$ cat config.mk
export PLATFORM = sky130hd
export DESIGN_NAME = power_switch_ack_emu
export DESIGN_NICKNAME = d
export VERILOG_FILES = /design/src/rtl/power_switch_ack_emu.sv
export SDC_FILE = /design/constraint.sdc
export NUM_CORES = 1
export LEC_CHECK = 0
export CAP_MARGIN = 20
export CORE_MARGIN = 2
export CORE_UTILIZATION = 23
export DETAILED_ROUTE_END_ITERATION = 8
export DONT_BUFFER_PORTS = 1
export MAX_ROUTING_LAYER = met4
export SYNTH_ARGS = -nofsm -noshare
export SYNTH_HDL_FRONTEND = slang
export SYNTH_SLANG_ARGS = --single-unit
export TNS_END_PERCENT = 100
$ cat constraint.sdc
create_clock -name clk_i -period 6.1 [get_ports clk_i]
set_input_delay 1.22 -clock clk_i [delete_from_list [all_inputs] [get_ports clk_i]]
set_output_delay 1.22 -clock clk_i [all_outputs]
set_load 0.005 [all_outputs]
$ cat src/rtl/power_switch_ack_emu.sv
// Purpose: per-channel power-switch ack emulator with programmable ramp latency, glitch filter and stuck injection.
// Latency: ack_n_o flips L edges after a held request change (L = max(lat,1)); done_o follows one cycle later.
// Backpressure: none; requests are level-sampled every cycle and each channel runs independently.
module power_switch_ack_emu #(
  parameter int N_CH     = 2,
  parameter int CNT_W    = 8,
  parameter int TCNT_W   = 16,
  parameter int RESET_ON = 1
) (
  input  logic                     clk_i,
  input  logic                     rst_i,
  input  logic [N_CH-1:0]          switch_n_i,
  input  logic [CNT_W-1:0]         lat_on_i,
  input  logic [CNT_W-1:0]         lat_off_i,
  input  logic [N_CH-1:0]          stuck_i,
  output logic [N_CH-1:0]          ack_n_o,
  output logic [N_CH-1:0]          busy_o,
  output logic [N_CH-1:0]          done_o,
  output logic [N_CH*TCNT_W-1:0]   trans_cnt_o
);

  typedef enum logic [1:0] {
    ST_OFF      = 2'd0,
    ST_RAMP_ON  = 2'd1,
    ST_ON       = 2'd2,
    ST_RAMP_OFF = 2'd3
  } state_e;

  localparam logic [CNT_W-1:0] CNT_ONE = CNT_W'(1);

  // A zero latency behaves like one: the ack follows on the first sampling edge.
  logic [CNT_W-1:0] lat_on_eff;
  logic [CNT_W-1:0] lat_off_eff;
  assign lat_on_eff  = (lat_on_i  == '0) ? CNT_ONE : lat_on_i;
  assign lat_off_eff = (lat_off_i == '0) ? CNT_ONE : lat_off_i;

  for (genvar c = 0; c < N_CH; c++) begin : g_ch
    state_e            state_q, state_d;
    logic [CNT_W-1:0]  cnt_q, cnt_d;
    logic [CNT_W-1:0]  lat_q, lat_d;
    logic              comp_d, comp_q;
    logic              done_q;
    logic [TCNT_W-1:0] tcnt_q;
    logic              ack_n, busy;

    // State register, ramp counter, latched latency, done pipeline and saturating transition count.
    always_ff @(posedge clk_i) begin
      if (rst_i) begin
        state_q <= (RESET_ON != 0) ? ST_ON : ST_OFF;
        cnt_q   <= '0;
        lat_q   <= '0;
        comp_q  <= 1'b0;
        done_q  <= 1'b0;
        tcnt_q  <= '0;
      end else begin
        state_q <= state_d;
        cnt_q   <= cnt_d;
        lat_q   <= lat_d;
        comp_q  <= comp_d;
        done_q  <= comp_q;
        if (comp_d && (tcnt_q != '1)) begin
          tcnt_q <= tcnt_q + TCNT_W'(1);
        end
      end
    end

    // Next-state logic: launch ramps from stable states, then revert > stuck > complete > count inside a ramp.
    always_comb begin
      state_d = state_q;
      cnt_d   = cnt_q;
      lat_d   = lat_q;
      comp_d  = 1'b0;
      unique case (state_q)
        ST_OFF: begin
          if (!switch_n_i[c]) begin
            lat_d = lat_on_eff;
            cnt_d = CNT_ONE;
            if (lat_on_eff == CNT_ONE) begin
              state_d = ST_ON;
              comp_d  = 1'b1;
            end else begin
              state_d = ST_RAMP_ON;
            end
          end
        end
        ST_ON: begin
          if (switch_n_i[c]) begin
            lat_d = lat_off_eff;
            cnt_d = CNT_ONE;
            if (lat_off_eff == CNT_ONE) begin
              state_d = ST_OFF;
              comp_d  = 1'b1;
            end else begin
              state_d = ST_RAMP_OFF;
            end
          end
        end
        ST_RAMP_ON: begin
          if (switch_n_i[c]) begin
            state_d = ST_OFF;
            cnt_d   = '0;
          end else if (stuck_i[c]) begin
            cnt_d = cnt_q;
          end else if (cnt_q == (lat_q - CNT_ONE)) begin
            state_d = ST_ON;
            comp_d  = 1'b1;
          end else begin
            cnt_d = cnt_q + CNT_ONE;
          end
        end
        ST_RAMP_OFF: begin
          if (!switch_n_i[c]) begin
            state_d = ST_ON;
            cnt_d   = '0;
          end else if (stuck_i[c]) begin
            cnt_d = cnt_q;
          end else if (cnt_q == (lat_q - CNT_ONE)) begin
            state_d = ST_OFF;
            comp_d  = 1'b1;
          end else begin
            cnt_d = cnt_q + CNT_ONE;
          end
        end
      endcase
    end

    // Output decode: ack stays asserted (low) through a ramp-off, busy covers both ramp states.
    always_comb begin
      ack_n = (state_q == ST_OFF) || (state_q == ST_RAMP_ON);
      busy  = (state_q == ST_RAMP_ON) || (state_q == ST_RAMP_OFF);
    end

    assign ack_n_o[c]                          = ack_n;
    assign busy_o[c]                           = busy;
    assign done_o[c]                           = done_q;
    assign trans_cnt_o[c*TCNT_W +: TCNT_W]     = tcnt_q;
  end

endmodule

==> impl_metrics.xml, run 1 <==
<?xml version="1.0" encoding="UTF-8"?>
<metrics>
  <group name="floorplan">
    <metric name="start_util" unit="">0.233</metric>
    <metric name="row_count" unit="">50</metric>
    <metric name="die_width" unit="um">141</metric>
    <metric name="chipHeight" unit="um">141</metric>
    <metric name="core_region_area" unit="um^2">18600</metric>
    <metric name="design.die.area" unit="um^2">19900</metric>
    <metric name="pin_count" unit="">60</metric>
  </group>
  <group name="worst_setup_path">
    <metric name="worst_path_dominant_cell_family" unit="">simple AND/OR/NAND/NOR gates</metric>
    <metric name="setup_crit_path_kind" unit="">in -&gt; reg</metric>
    <metric name="worstPathArrival" unit="ns">3.53</metric>
    <metric name="worstPathCellList" unit="">nor3_1, a21oi_1, a2bb2oi_1, nor2_1, a31oi_1, or4_1, a21oi_1</metric>
    <metric name="endpoint_kind" unit="">register</metric>
    <metric name="r2r_slack" unit="ns">2.97</metric>
    <metric name="cp-start-kind" unit="">input port</metric>
    <metric name="path_common_cell" unit="">sky130_fd_sc_hd__a21oi_1</metric>
    <metric name="worstReg2RegEnd" unit="">g_ch[1].cnt_q[7]</metric>
    <metric name="timing.rr.start" unit="">g_ch[1].lat_q[0]</metric>
    <metric name="critPathSlowestCell" unit="">sky130_fd_sc_hd__nor3_1</metric>
    <metric name="worst_setup_path_endpoint" unit="">g_ch[0].tcnt_q[14]</metric>
    <metric name="worst-path-max-fanout" unit="">11</metric>
    <metric name="reg2reg_depth" unit="">9</metric>
    <metric name="timing.critical_path.slowest_cell_delay" unit="ns">0.63</metric>
    <metric name="cp-startpoint" unit="">lat_off_i[1]</metric>
    <metric name="timing.critical_path.depth" unit="">7</metric>
    <metric name="crit_buf_inv" unit="">0</metric>
    <metric name="timing.critical_path.required" unit="ns">6.37</metric>
  </group>
  <group name="drt">
    <metric name="number_of_vias_in_the_routed_layout" unit="">3658</metric>
    <metric name="drt_iter0_drc" unit="">209</metric>
    <metric name="drc" unit="">0</metric>
    <metric name="wirelength" unit="mm">10.8</metric>
    <metric name="detail_routed_net_length_per_standard_cell" unit="um">14.6</metric>
    <metric name="via_per_inst" unit="">4.97</metric>
    <metric name="detail_route.first_pass.iterations" unit="">4</metric>
    <metric name="route.antenna.remaining_nets" unit="">0</metric>
  </group>
  <group name="logic_synthesis">
    <metric name="ys_top_cells_by_area" unit="">sky130_fd_sc_hd__dfxtp_1 (33%), sky130_fd_sc_hd__nor2_1 (5.1%), sky130_fd_sc_hd__xnor2_1 (4.9%)</metric>
    <metric name="synthDominantAreaCellType" unit="">sky130_fd_sc_hd__dfxtp_1</metric>
    <metric name="post_synth.cell_area_avg" unit="um^2">8.32</metric>
    <metric name="synth.distinct_cells" unit="">66</metric>
    <metric name="number_of_enable_type_register_cells_in_the_synthesized_netlist" unit="">0</metric>
    <metric name="async_reset_ff_frac" unit="">0</metric>
    <metric name="synth.yosys.seq_area_share" unit="">0.334</metric>
    <metric name="yosysMostFrequentCell" unit="">sky130_fd_sc_hd__dfxtp_1</metric>
    <metric name="postSynthCellCount" unit="">519</metric>
    <metric name="synth-warning-count" unit="">0</metric>
    <metric name="ys_seq_elements" unit="">72</metric>
    <metric name="synthDominantCellAreaShare" unit="">0.334</metric>
    <metric name="synthesis.nets" unit="">547</metric>
    <metric name="synthesis.area" unit="um^2">4320</metric>
    <metric name="ys.flop_type" unit="">sky130_fd_sc_hd__dfxtp_1</metric>
    <metric name="commonest_cells_in_the_synthesized_netlist" unit="">sky130_fd_sc_hd__dfxtp_1 (72), sky130_fd_sc_hd__nor2_1 (59), sky130_fd_sc_hd__a21oi_1 (35)</metric>
  </group>
  <group name="sta">
    <metric name="setup_violators_final" unit="">0</metric>
    <metric name="timing_worst_slew_pin_value" unit="ns">0.989</metric>
    <metric name="finalMaxSlewViolations" unit="">0</metric>
    <metric name="max_freq" unit="GHz">0.306</metric>
    <metric name="report.final.hold_viol_count" unit="">0</metric>
    <metric name="worst_hold_slack" unit="ns">0.435</metric>
    <metric name="unrepaired_setup_endpoints_after_global_routing" unit="">false</metric>
    <metric name="finalWorstPathRequiredPeriod" unit="ns">3.27</metric>
    <metric name="maxSlewHeadroom" unit="">0.338</metric>
    <metric name="final.setup_skew" unit="ns">0.00770</metric>
    <metric name="setup-tns-final" unit="ns">0</metric>
    <metric name="min_period_over_period" unit="">0.536</metric>
  </group>
  <group name="clocking">
    <metric name="cts.sinks" unit="">72</metric>
    <metric name="clock_network_latency_to_the_later_pin_of_the_worst_skew_pair" unit="ns">0.34</metric>
    <metric name="cts_buffers" unit="">9</metric>
    <metric name="ctsRootBufferMaster" unit="">sky130_fd_sc_hd__clkbuf_16</metric>
    <metric name="post-cts-setup-buffer-count" unit="">0</metric>
    <metric name="clock_tree.buffer_depth" unit="">2</metric>
    <metric name="worst_setup_hold_path_clk_slew" unit="ns">0.06</metric>
    <metric name="cts_repair_resize_count" unit="">0</metric>
    <metric name="tritoncts" unit="">built</metric>
    <metric name="h-tree-depth" unit="">3</metric>
    <metric name="holdBufCountCts" unit="">0</metric>
  </group>
  <group name="global_route">
    <metric name="first_global_vias" unit="">3304</metric>
    <metric name="antenna_found_initial" unit="">1</metric>
    <metric name="gr-total-overflow" unit="">0</metric>
    <metric name="grt_start_max_net_pins" unit="">74</metric>
    <metric name="grt_first_pass_wirelength" unit="mm">17.2</metric>
    <metric name="global_router_s_overall_resource_usage" unit="">0.112</metric>
  </group>
  <group name="min_path">
    <metric name="hold_path.class" unit="">reg -&gt; reg</metric>
  </group>
  <group name="placement">
    <metric name="placement.cell_area" unit="um^2">4440</metric>
    <metric name="place_hpwl" unit="mm">7.72</metric>
    <metric name="port_buffers" unit="">0</metric>
    <metric name="place.gp.congestion" unit="">0.763</metric>
    <metric name="placedCellCount" unit="">718</metric>
  </group>
  <group name="flow_run">
    <metric name="max-cap-violations" unit="">0</metric>
  </group>
  <group name="pwr">
    <metric name="power.share.switching" unit="">0.249</metric>
    <metric name="power_switching" unit="uW">305</metric>
    <metric name="comb_power_share" unit="">0.105</metric>
    <metric name="powerDensity" unit="nW/um^2">256</metric>
    <metric name="power.clock.fraction" unit="">0.479</metric>
    <metric name="peakVddDrop" unit="mV">0.125</metric>
    <metric name="seq_power_share" unit="">0.416</metric>
    <metric name="intPower" unit="uW">920</metric>
    <metric name="power.leakage" unit="uW">0.00153</metric>
  </group>
  <group name="final_layout">
    <metric name="postLayoutCellArea" unit="um^2">4780</metric>
    <metric name="post_route_cells_drive_above_1_share" unit="">0.0798</metric>
    <metric name="final_nets" unit="">524</metric>
    <metric name="fin_cells" unit="">736</metric>
    <metric name="synthToLayoutAreaGrowth" unit="%">10.6</metric>
  </group>
  <group name="status">
    <metric name="outcome" unit="">complete, no violations</metric>
  </group>
</metrics>
==> final cells by class <==
| cell class | count | area [um^2] |
|---|---|---|
| Fill cell | 1992 | 13800 |
| Clock buffer | 11 | 253 |
| Multi-Input combinational cell | 394 | 2640 |
| Inverter | 18 | 67.6 |
| Clock inverter | 5 | 78.8 |
| Timing Repair Buffer | 1 | 7.51 |
| Tap cell | 234 | 293 |
| Sequential cell | 72 | 1440 |
| Antenna cell | 1 | 2.50 |
==> metrics by stage <==
| stage | power, uW | utilization | worst slack [ns] |
|---|---|---|---|
| 3_5_place_dp | 647 | 0.239 | 2.54 |
| 6_report | 1230 | 0.257 | 2.83 |
| 3_3_place_gp | 645 | 0.239 | 2.57 |
| 5_1_grt | 1280 | 0.257 | 2.74 |
| 2_1_floorplan | 631 | - | 3.13 |
| 4_1_cts | 1240 | 0.257 | 2.87 |
==> state kept, by name, indices dropped and copies added, names as in the netlist <==
register / flops
g_ch.comp_q: 2
g_ch.cnt_q: 16
g_ch.tcnt_q: 32
g_ch.done_q: 2
g_ch.lat_q: 16
g_ch.state_q: 4
==> logic make-up after synthesis <==
| kind of cell | after synthesis | share of synthesized area |
|---|---|---|
| and+or+nand+nor | 219 | 0.292 |
| xor gates and xnor gates | 36 | 0.0730 |
| muxes | 16 | 0.0371 |
| DFF | 72 | 0.334 |
| AOI/OAI and AO/OA | 117 | 0.191 |
| adders and majority gates | 6 | 0.0174 |
| buffers and inverters | 53 | 0.0562 |
==> power by group through the flow <==
| stage | sequential [uW] | combinational (uW) | clock (uW) |
|---|---|---|---|
| floorplan | 510 | 121 | 0 |
| global placement | 520 | 126 | 0 |
| detailed placement | 520 | 127 | 0 |
| CTS | 509 | 128 | 605 |
| global route | 513 | 144 | 621 |
| finish | 510 | 128 | 587 |
==> worst reg2reg max path, stage by stage, from the launching register on <==
cell and delay [ns]:
sky130_fd_sc_hd__dfxtp_1 0.42, sky130_fd_sc_hd__inv_1 0.07, sky130_fd_sc_hd__ha_1 0.27, sky130_fd_sc_hd__and3_1 0.21, sky130_fd_sc_hd__a211oi_1 0.17, sky130_fd_sc_hd__o22ai_1 0.19
sky130_fd_sc_hd__a31oi_1 0.75, sky130_fd_sc_hd__nand4_1 0.32, sky130_fd_sc_hd__or4_1 0.54, sky130_fd_sc_hd__a31oi_1 0.13
==> worst min path at each step <==
stage,start,endpoint,slack (ns),cells after the start
floorplan,g_ch[0].comp_q,g_ch[0].done_q,0.41,1
global placement,g_ch[1].comp_q,g_ch[1].done_q,0.42,1
detailed placement,g_ch[1].comp_q,g_ch[1].done_q,0.43,1
CTS,g_ch[1].comp_q,g_ch[1].done_q,0.44,1
global route,g_ch[0].comp_q,g_ch[0].done_q,0.46,1
finish,g_ch[1].comp_q,g_ch[1].done_q,0.43,1
==> layer usage <==
metal | up-vias | part of all wire | GRT usage
met3 | 11 | 0.094 | 0.0520
met4 | 0 | 0.011 | 0.0268
met1 | 1713 | 0.48 | 0.142
met2 | 79 | 0.42 | 0.161
met5 | - | 0 | -
li1 | 1855 | - | -
==> layout by cell type (no fill, tap or decap), drive strengths merged, types with 8 or more instances in the layout <==
cell type,synthesis,layout
dfxtp,72,72
nor2,60,60
a21oi,35,35
nand2,33,33
xnor2,24,24
nand3,20,20
inv,18,18
a211oi,17,17
nor3,17,17
mux2i,16,16
nand4,16,16
o21ai,16,16
or3,13,13
or4,13,13
xor2,12,12
o31ai,11,11
clkbuf,23,11
a31oi,9,9
o211ai,8,8
(Power assumes the default switching activity.)
==> run 2, diff against run 1 <==
--- a/config.mk
+++ b/config.mk
@@ -5,6 +5,7 @@
 export SDC_FILE = /design/constraint.sdc
 export NUM_CORES = 1
 export LEC_CHECK = 0
+export ABC_AREA = 1
 export CAP_MARGIN = 20
 export CORE_MARGIN = 2
 export CORE_UTILIZATION = 23
==> constraint.sdc (replaced) <==
create_clock -name clk_i -period 3.3 [get_ports clk_i]
set_input_delay 0.66 -clock clk_i [delete_from_list [all_inputs] [get_ports clk_i]]
set_output_delay 0.66 -clock clk_i [all_outputs]
set_load 0.005 [all_outputs]
==> run 2 against run 1 <==
- routed wire length is 13% higher
- sequential power increased by 140%
- synthesized cell count grew 38%
- clock power increased by 69%
- critical endpoint is now g_ch[1].tcnt_q[0]
- largest cell class unchanged
==> impl_metrics.xml, run 2 <==
<?xml version="1.0" encoding="UTF-8"?>
<metrics>
  <group name="status">
    <metric name="outcome" unit="">complete, no violations</metric>
  </group>
  <group name="logic_synthesis">
    <metric name="synth.distinct_cells" unit="">45</metric>
    <metric name="synth.yosys.seq_area_share" unit="">0.306</metric>
    <metric name="commonest_cells_in_the_synthesized_netlist" unit="">sky130_fd_sc_hd__nand2_1 (182), sky130_fd_sc_hd__inv_1 (78), sky130_fd_sc_hd__dfxtp_1 (72), sky130_fd_sc_hd__nand3_1 (72), sky130_fd_sc_hd__nor2_1 (62)</metric>
    <metric name="async_reset_ff_frac" unit="">0</metric>
    <metric name="synthesis.area" unit="um^2">4710</metric>
    <metric name="yosysMostFrequentCell" unit="">sky130_fd_sc_hd__nand2_1</metric>
    <metric name="synthesis.nets" unit="">746</metric>
    <metric name="ys.flop_type" unit="">sky130_fd_sc_hd__dfxtp_1</metric>
    <metric name="synthDominantCellAreaShare" unit="">0.306</metric>
    <metric name="synthDominantAreaCellType" unit="">sky130_fd_sc_hd__dfxtp_1</metric>
    <metric name="number_of_enable_type_register_cells_in_the_synthesized_netlist" unit="">0</metric>
    <metric name="synth-warning-count" unit="">0</metric>
    <metric name="ys_top_cells_by_area" unit="">sky130_fd_sc_hd__dfxtp_1 (31%), sky130_fd_sc_hd__nand2_1 (14%), sky130_fd_sc_hd__nand3_1 (7.6%)</metric>
    <metric name="ys_seq_elements" unit="">72</metric>
    <metric name="post_synth.cell_area_avg" unit="um^2">6.57</metric>
    <metric name="postSynthCellCount" unit="">718</metric>
  </group>
  <group name="drt">
    <metric name="detail_route.first_pass.iterations" unit="">5</metric>
    <metric name="number_of_vias_in_the_routed_layout" unit="">4390</metric>
    <metric name="wirelength" unit="mm">12.1</metric>
    <metric name="drc" unit="">0</metric>
    <metric name="drt_iter0_drc" unit="">257</metric>
    <metric name="detail_routed_net_length_per_standard_cell" unit="um">12.4</metric>
    <metric name="via_per_inst" unit="">4.48</metric>
    <metric name="route.antenna.remaining_nets" unit="">0</metric>
  </group>
  <group name="worst_setup_path">
    <metric name="r2r_slack" unit="ns">0.89</metric>
    <metric name="setup_crit_path_kind" unit="">reg -&gt; reg</metric>
    <metric name="endpoint_kind" unit="">register</metric>
    <metric name="worst-path-max-fanout" unit="">16</metric>
    <metric name="critPathSlowestCell" unit="">sky130_fd_sc_hd__or3_1</metric>
    <metric name="worstPathCellList" unit="">ha_1, nand2_1, nor3_4, nand2_1, or3_1, nand2_8, inv_2, nor2_1, nor2_1</metric>
    <metric name="crit_buf_inv" unit="">1</metric>
    <metric name="timing.critical_path.required" unit="ns">3.53</metric>
    <metric name="timing.critical_path.slowest_cell_delay" unit="ns">0.61</metric>
    <metric name="worstPathArrival" unit="ns">2.64</metric>
    <metric name="cp-start-kind" unit="">register</metric>
    <metric name="worst_path_dominant_cell_family" unit="">simple AND/OR/NAND/NOR gates</metric>
  </group>
  <group name="floorplan">
    <metric name="row_count" unit="">52</metric>
    <metric name="design.die.area" unit="um^2">21700</metric>
    <metric name="chipHeight" unit="um">147</metric>
    <metric name="pin_count" unit="">60</metric>
    <metric name="die_width" unit="um">147</metric>
    <metric name="core_region_area" unit="um^2">20200</metric>
    <metric name="start_util" unit="">0.234</metric>
  </group>
  <group name="clocking">
    <metric name="clock_tree.buffer_depth" unit="">2</metric>
    <metric name="ctsRootBufferMaster" unit="">sky130_fd_sc_hd__clkbuf_16</metric>
    <metric name="cts.sinks" unit="">72</metric>
    <metric name="cts_buffers" unit="">9</metric>
    <metric name="worst_setup_hold_path_clk_slew" unit="ns">0.06</metric>
    <metric name="clock_network_latency_to_the_later_pin_of_the_worst_skew_pair" unit="ns">0.33</metric>
    <metric name="holdBufCountCts" unit="">0</metric>
    <metric name="tritoncts" unit="">built</metric>
    <metric name="cts_repair_resize_count" unit="">0</metric>
    <metric name="h-tree-depth" unit="">3</metric>
    <metric name="post-cts-setup-buffer-count" unit="">0</metric>
  </group>
  <group name="final_layout">
    <metric name="postLayoutCellArea" unit="um^2">5200</metric>
    <metric name="post_route_cells_drive_above_1_share" unit="">0.0860</metric>
    <metric name="mostFrequentLayoutCells" unit="">sky130_fd_sc_hd__nand2_1 (182), sky130_fd_sc_hd__inv_1 (78), sky130_fd_sc_hd__nand3_1 (72), sky130_fd_sc_hd__dfxtp_1 (72), sky130_fd_sc_hd__nor2_1 (62)</metric>
    <metric name="final_nets" unit="">732</metric>
    <metric name="most_common_cell_after_layout_fill_and_taps_aside" unit="">sky130_fd_sc_hd__nand2_1</metric>
    <metric name="top_regs" unit="">g_ch.tcnt_q (32), g_ch.cnt_q (16), g_ch.lat_q (16)</metric>
    <metric name="largest-register" unit="">g_ch.tcnt_q</metric>
    <metric name="synthToLayoutAreaGrowth" unit="%">10.3</metric>
    <metric name="diodes" unit="">0</metric>
    <metric name="layout.filler_cells" unit="">2301</metric>
    <metric name="largest_register_ffs" unit="">32</metric>
  </group>
  <group name="placement">
    <metric name="port_buffers" unit="">0</metric>
    <metric name="place.gp.congestion" unit="">0.864</metric>
    <metric name="place_hpwl" unit="mm">9.02</metric>
    <metric name="detailedPlace.worstSlack" unit="ns">0.898</metric>
    <metric name="placement.cell_area" unit="um^2">4900</metric>
  </group>
  <group name="sta">
    <metric name="report.final.hold_viol_count" unit="">0</metric>
    <metric name="max_freq" unit="GHz">0.414</metric>
    <metric name="setup_violators_final" unit="">0</metric>
    <metric name="unrepaired_setup_endpoints_after_global_routing" unit="">false</metric>
    <metric name="finalWorstPathRequiredPeriod" unit="ns">2.41</metric>
    <metric name="finalMaxSlewViolations" unit="">0</metric>
    <metric name="finalWorstSetupSlack" unit="ns">0.886</metric>
    <metric name="timing_worst_slew_pin_value" unit="ns">0.873</metric>
    <metric name="maxSlewHeadroom" unit="">0.416</metric>
    <metric name="final.setup_skew" unit="ns">0.00753</metric>
    <metric name="setup-tns-final" unit="ns">0</metric>
    <metric name="min_period_over_period" unit="">0.732</metric>
  </group>
  <group name="global_route">
    <metric name="gr-total-overflow" unit="">0</metric>
    <metric name="antenna_found_initial" unit="">0</metric>
    <metric name="grt_first_pass_wirelength" unit="mm">20.5</metric>
    <metric name="grt_start_max_net_pins" unit="">42</metric>
    <metric name="first_global_vias" unit="">4160</metric>
    <metric name="global_router_s_overall_resource_usage" unit="">0.118</metric>
  </group>
  <group name="pwr">
    <metric name="power.leakage" unit="uW">0.00200</metric>
    <metric name="powerDensity" unit="nW/um^2">697</metric>
    <metric name="peakVddDrop" unit="mV">0.217</metric>
  </group>
  <group name="min_path">
    <metric name="hold_path.class" unit="">in -&gt; reg</metric>
  </group>
  <group name="flow_run">
    <metric name="max-cap-violations" unit="">0</metric>
  </group>
</metrics>
-- run 2: kinds of logic after synthesis --
family	synth area share
AO/OA/AOI/OAI	0.138
XOR/XNOR	0.0706
adder cells (fa/ha/maj)	0.0159
buffers and inverters	0.108
flip-flops	0.306
AND/OR/NAND/NOR	0.361
-- run 2: layout make-up --
class | instances | area, um^2 | area share
Tap cell | 270 | 338 | 0.0650
Clock inverter | 3 | 40.0 | 0.00770
Timing Repair Buffer | 2 | 15.0 | 0.00289
Multi-Input combinational cell | 528 | 2760 | 0.531
Sequential cell | 72 | 1440 | 0.277
Inverter | 91 | 342 | 0.0657
Clock buffer | 13 | 260 | 0.0501
-- run 2: power by group --
group	internal [uW]	leakage, uW	switching (uW)
registers	1010	0.000586	197
logic	485	0.00127	938
clock network	625	0.000150	369
total	2120	0.00200	1500
-- run 2: stage by stage --
step           total power [uW]  hold slack (ns)  utilization  cells
3_5_place_dp               2650            0.402        0.243    963
3_3_place_gp               2640            0.395        0.243    963
5_1_grt                    3960            0.373        0.258    979
2_1_floorplan              2430            0.388            -    718
6_report                   3620            0.379        0.258    979
4_1_cts                    3660            0.362        0.258    979
-- run 2: worst paths after layout --
kind | startpoint | end | cells past startpoint
worst max-delay path | g_ch[1].tcnt_q[0] | g_ch[1].tcnt_q[0] | 9
worst max register to register | g_ch[1].tcnt_q[0] | g_ch[1].tcnt_q[0] | 9
worst min-delay path | rst_i | g_ch[1].tcnt_q[2] | 1
worst min register to register | g_ch[1].comp_q | g_ch[1].done_q | 2
-- run 2: per-layer routing --
| metal | track usage | part of all wire |
|---|---|---|
| met1 | 0.142 | 0.46 |
| met2 | 0.193 | 0.47 |
| met3 | 0.0280 | 0.044 |
| met4 | 0.0462 | 0.021 |
| met5 | - | 0 |
==> run 3, diff against run 2 <==
==> constraint.sdc (replaced) <==
create_clock -name clk_i -period 1.99 [get_ports clk_i]
set_input_delay 0.398 -clock clk_i [delete_from_list [all_inputs] [get_ports clk_i]]
set_output_delay 0.398 -clock clk_i [all_outputs]
set_load 0.005 [all_outputs]
==> run 3 against run 2 <==
- clock skew rose by 0.0031 ns
- register-to-register slack got worse by 0.87 ns
- combinational power rose by 110%
- flip-flop and latch count is the same
- count of clock-buffer cells in the layout shrank 3
- routed wire length increased by 8.3%
- via count rose by 6.2%
- critical endpoint is now g_ch[1].tcnt_q[8]
- largest cell class unchanged
==> impl_metrics.xml, run 3 (synthesis results as in run 2) <==
<?xml version="1.0" encoding="UTF-8"?>
<metrics>
  <group name="status">
    <metric name="outcome" unit="">complete, no violations</metric>
  </group>
  <group name="final_layout">
    <metric name="diodes" unit="">0</metric>
    <metric name="most_common_cell_after_layout_fill_and_taps_aside" unit="">sky130_fd_sc_hd__nand2_1</metric>
    <metric name="largest_register_ffs" unit="">32</metric>
    <metric name="post_route_cells_drive_above_1_share" unit="">0.231</metric>
    <metric name="top_regs" unit="">g_ch.tcnt_q (32), g_ch.cnt_q (16), g_ch.lat_q (16)</metric>
    <metric name="largest-register" unit="">g_ch.tcnt_q</metric>
    <metric name="mostFrequentLayoutCells" unit="">sky130_fd_sc_hd__nand2_1 (169), sky130_fd_sc_hd__inv_1 (72), sky130_fd_sc_hd__dfxtp_1 (67), sky130_fd_sc_hd__nor2_1 (59), sky130_fd_sc_hd__nand3_1 (51)</metric>
    <metric name="synthToLayoutAreaGrowth" unit="%">26.9</metric>
    <metric name="final_nets" unit="">782</metric>
    <metric name="finished_core_util" unit="">0.297</metric>
  </group>
  <group name="worst_setup_path">
    <metric name="reg2reg_depth" unit="">17</metric>
    <metric name="worstReg2RegEnd" unit="">g_ch[1].tcnt_q[8]</metric>
    <metric name="timing.critical_path.required" unit="ns">2.22</metric>
    <metric name="worst-path-max-fanout" unit="">8</metric>
    <metric name="worst_setup_path_endpoint" unit="">g_ch[1].tcnt_q[8]</metric>
    <metric name="cp-startpoint" unit="">g_ch[1].lat_q[0]</metric>
    <metric name="worstPathArrival" unit="ns">2.21</metric>
    <metric name="endpoint_kind" unit="">register</metric>
    <metric name="cp-start-kind" unit="">register</metric>
    <metric name="r2r_slack" unit="ns">0.01</metric>
    <metric name="timing.rr.start" unit="">g_ch[1].lat_q[0]</metric>
    <metric name="setup_crit_path_kind" unit="">reg -&gt; reg</metric>
  </group>
  <group name="global_route">
    <metric name="grt_first_pass_wirelength" unit="mm">21.1</metric>
    <metric name="first_global_vias" unit="">4257</metric>
    <metric name="global_router_s_overall_resource_usage" unit="">0.123</metric>
    <metric name="antenna_found_initial" unit="">0</metric>
    <metric name="grt_start_max_net_pins" unit="">42</metric>
    <metric name="gr-total-overflow" unit="">0</metric>
  </group>
  <group name="drt">
    <metric name="drc" unit="">0</metric>
    <metric name="detail_route.first_pass.iterations" unit="">4</metric>
    <metric name="drt_iter0_drc" unit="">279</metric>
    <metric name="wirelength" unit="mm">13.1</metric>
    <metric name="number_of_vias_in_the_routed_layout" unit="">4660</metric>
    <metric name="detail_routed_net_length_per_standard_cell" unit="um">12.8</metric>
    <metric name="via_per_inst" unit="">4.53</metric>
    <metric name="route.antenna.remaining_nets" unit="">0</metric>
  </group>
  <group name="clocking">
    <metric name="tritoncts" unit="">built</metric>
    <metric name="clock_network_latency_to_the_later_pin_of_the_worst_skew_pair" unit="ns">0.34</metric>
    <metric name="cts_buffers" unit="">9</metric>
    <metric name="worst_setup_hold_path_clk_slew" unit="ns">0.07</metric>
    <metric name="h-tree-depth" unit="">3</metric>
    <metric name="holdBufCountCts" unit="">0</metric>
    <metric name="clock_tree.buffer_depth" unit="">2</metric>
    <metric name="cts.sinks" unit="">72</metric>
    <metric name="ctsRootBufferMaster" unit="">sky130_fd_sc_hd__clkbuf_16</metric>
  </group>
  <group name="pwr">
    <metric name="peakVddDrop" unit="mV">0.466</metric>
    <metric name="power.leakage" unit="uW">0.00232</metric>
    <metric name="power.total" unit="uW">6930</metric>
    <metric name="powerDensity" unit="nW/um^2">1160</metric>
  </group>
  <group name="sta">
    <metric name="final.setup_skew" unit="ns">0.0106</metric>
    <metric name="min_period_over_period" unit="">0.993</metric>
    <metric name="finalMaxSlewViolations" unit="">0</metric>
    <metric name="unrepaired_setup_endpoints_after_global_routing" unit="">true</metric>
    <metric name="finalWorstPathRequiredPeriod" unit="ns">1.98</metric>
    <metric name="worst_hold_slack" unit="ns">0.114</metric>
    <metric name="max_freq" unit="GHz">0.506</metric>
    <metric name="maxSlewHeadroom" unit="">0.634</metric>
    <metric name="setup_violators_final" unit="">0</metric>
    <metric name="timing_worst_slew_pin_value" unit="ns">0.542</metric>
    <metric name="report.final.hold_viol_count" unit="">0</metric>
    <metric name="finalWorstSetupSlack" unit="ns">0.0141</metric>
  </group>
  <group name="floorplan">
    <metric name="row_count" unit="">52</metric>
    <metric name="core_region_area" unit="um^2">20200</metric>
    <metric name="design.die.area" unit="um^2">21700</metric>
    <metric name="pin_count" unit="">60</metric>
    <metric name="start_util" unit="">0.234</metric>
    <metric name="die_width" unit="um">147</metric>
    <metric name="chipHeight" unit="um">147</metric>
  </group>
  <group name="placement">
    <metric name="place_hpwl" unit="mm">9.57</metric>
    <metric name="detailedPlace.worstSlack" unit="ns">-0.171</metric>
    <metric name="place.gp.congestion" unit="">0.896</metric>
    <metric name="port_buffers" unit="">0</metric>
  </group>
  <group name="min_path">
    <metric name="hold_path.class" unit="">in -&gt; reg</metric>
    <metric name="worstHoldStart" unit="">rst_i</metric>
  </group>
  <group name="flow_run">
    <metric name="max-cap-violations" unit="">0</metric>
  </group>
</metrics>
run 3: changes by cell type in the layout (fill, tap and decap cells not counted), sizes merged:
cell,delta
buf,+48
bufinv,+2
clkbuf,-2
clkinv,-1
clkinvlp,+1
inv,+1
nand2,+1
run 3: layout make-up:
type / instances / area (um^2)
clock buffers: 10 / 239
multi-input cells: 529 / 3050
fillers: 2201 / 14200
repair buffers: 51 / 444
well taps: 270 / 338
flip-flops and latches: 72 / 1450
inverters: 91 / 344
clock inverters: 6 / 115
run 3: power breakdown:
part	switching, uW	internal [uW]	leakage [uW]	total [uW]
clock network	666	1270	0.000169	1930
logic	1850	1180	0.00156	3030
registers	289	1680	0.000587	1970
total	2800	4130	0.00232	6930
run 3: what timing repair did:
item,CTS,global route
gates resized for setup,13,72
pin swaps,9,37
cloned,1,2
setup endpoints to repair,49,51
buffers inserted,1,2
run 3: worst max-delay path: stages, from the launching register on:
cell and delay, ns:
sky130_fd_sc_hd__dfxtp_2 0.33, sky130_fd_sc_hd__inv_2 0.05, sky130_fd_sc_hd__ha_4 0.23, sky130_fd_sc_hd__inv_2 0.05, sky130_fd_sc_hd__nand2_2 0.03, sky130_fd_sc_hd__nand2_1 0.05, sky130_fd_sc_hd__nand2_1 0.04, sky130_fd_sc_hd__nor2_1 0.09
sky130_fd_sc_hd__nand3_1 0.12, sky130_fd_sc_hd__nor2_4 0.15, sky130_fd_sc_hd__nand3_2 0.09, sky130_fd_sc_hd__nand2_2 0.09, sky130_fd_sc_hd__nand2_4 0.07, sky130_fd_sc_hd__nand2_8 0.12, sky130_fd_sc_hd__buf_12 0.12, sky130_fd_sc_hd__nand2_8 0.07
sky130_fd_sc_hd__nand2_1 0.09, sky130_fd_sc_hd__a21oi_2 0.06
run 3: layer usage:
layer | part of all wire | vias to the layer above | global-route usage | wire [um]
met5 | 0 | - | - | 0
met4 | 0.024 | 0 | 0.0399 | 312
met3 | 0.051 | 19 | 0.0366 | 667
met2 | 0.49 | 95 | 0.207 | 6500
met1 | 0.43 | 2125 | 0.139 | 5670
li1 | - | 2421 | - | -
run 3: worst min-delay path by stage:
stage / end / cells after the start
2_1_floorplan: g_ch[0].done_q / 2
3_3_place_gp: g_ch[1].done_q / 2
3_5_place_dp: g_ch[1].done_q / 2
4_1_cts: g_ch[1].tcnt_q[3] / 1
5_1_grt: g_ch[1].tcnt_q[3] / 1
6_report: g_ch[1].tcnt_q[3] / 1
run 3: through the flow:
| stage | instances | setup TNS [ns] | instance area [um^2] |
|---|---|---|---|
| 2_1_floorplan | 718 | 0 | 4710 |
| 3_3_place_gp | 1007 | -2.15 | 5240 |
| 3_5_place_dp | 1007 | -3.62 | 5240 |
| 4_1_cts | 1025 | 0 | 5660 |
| 5_1_grt | 1029 | -4.24 | 5980 |
| 6_report | 1029 | 0 | 5980 |
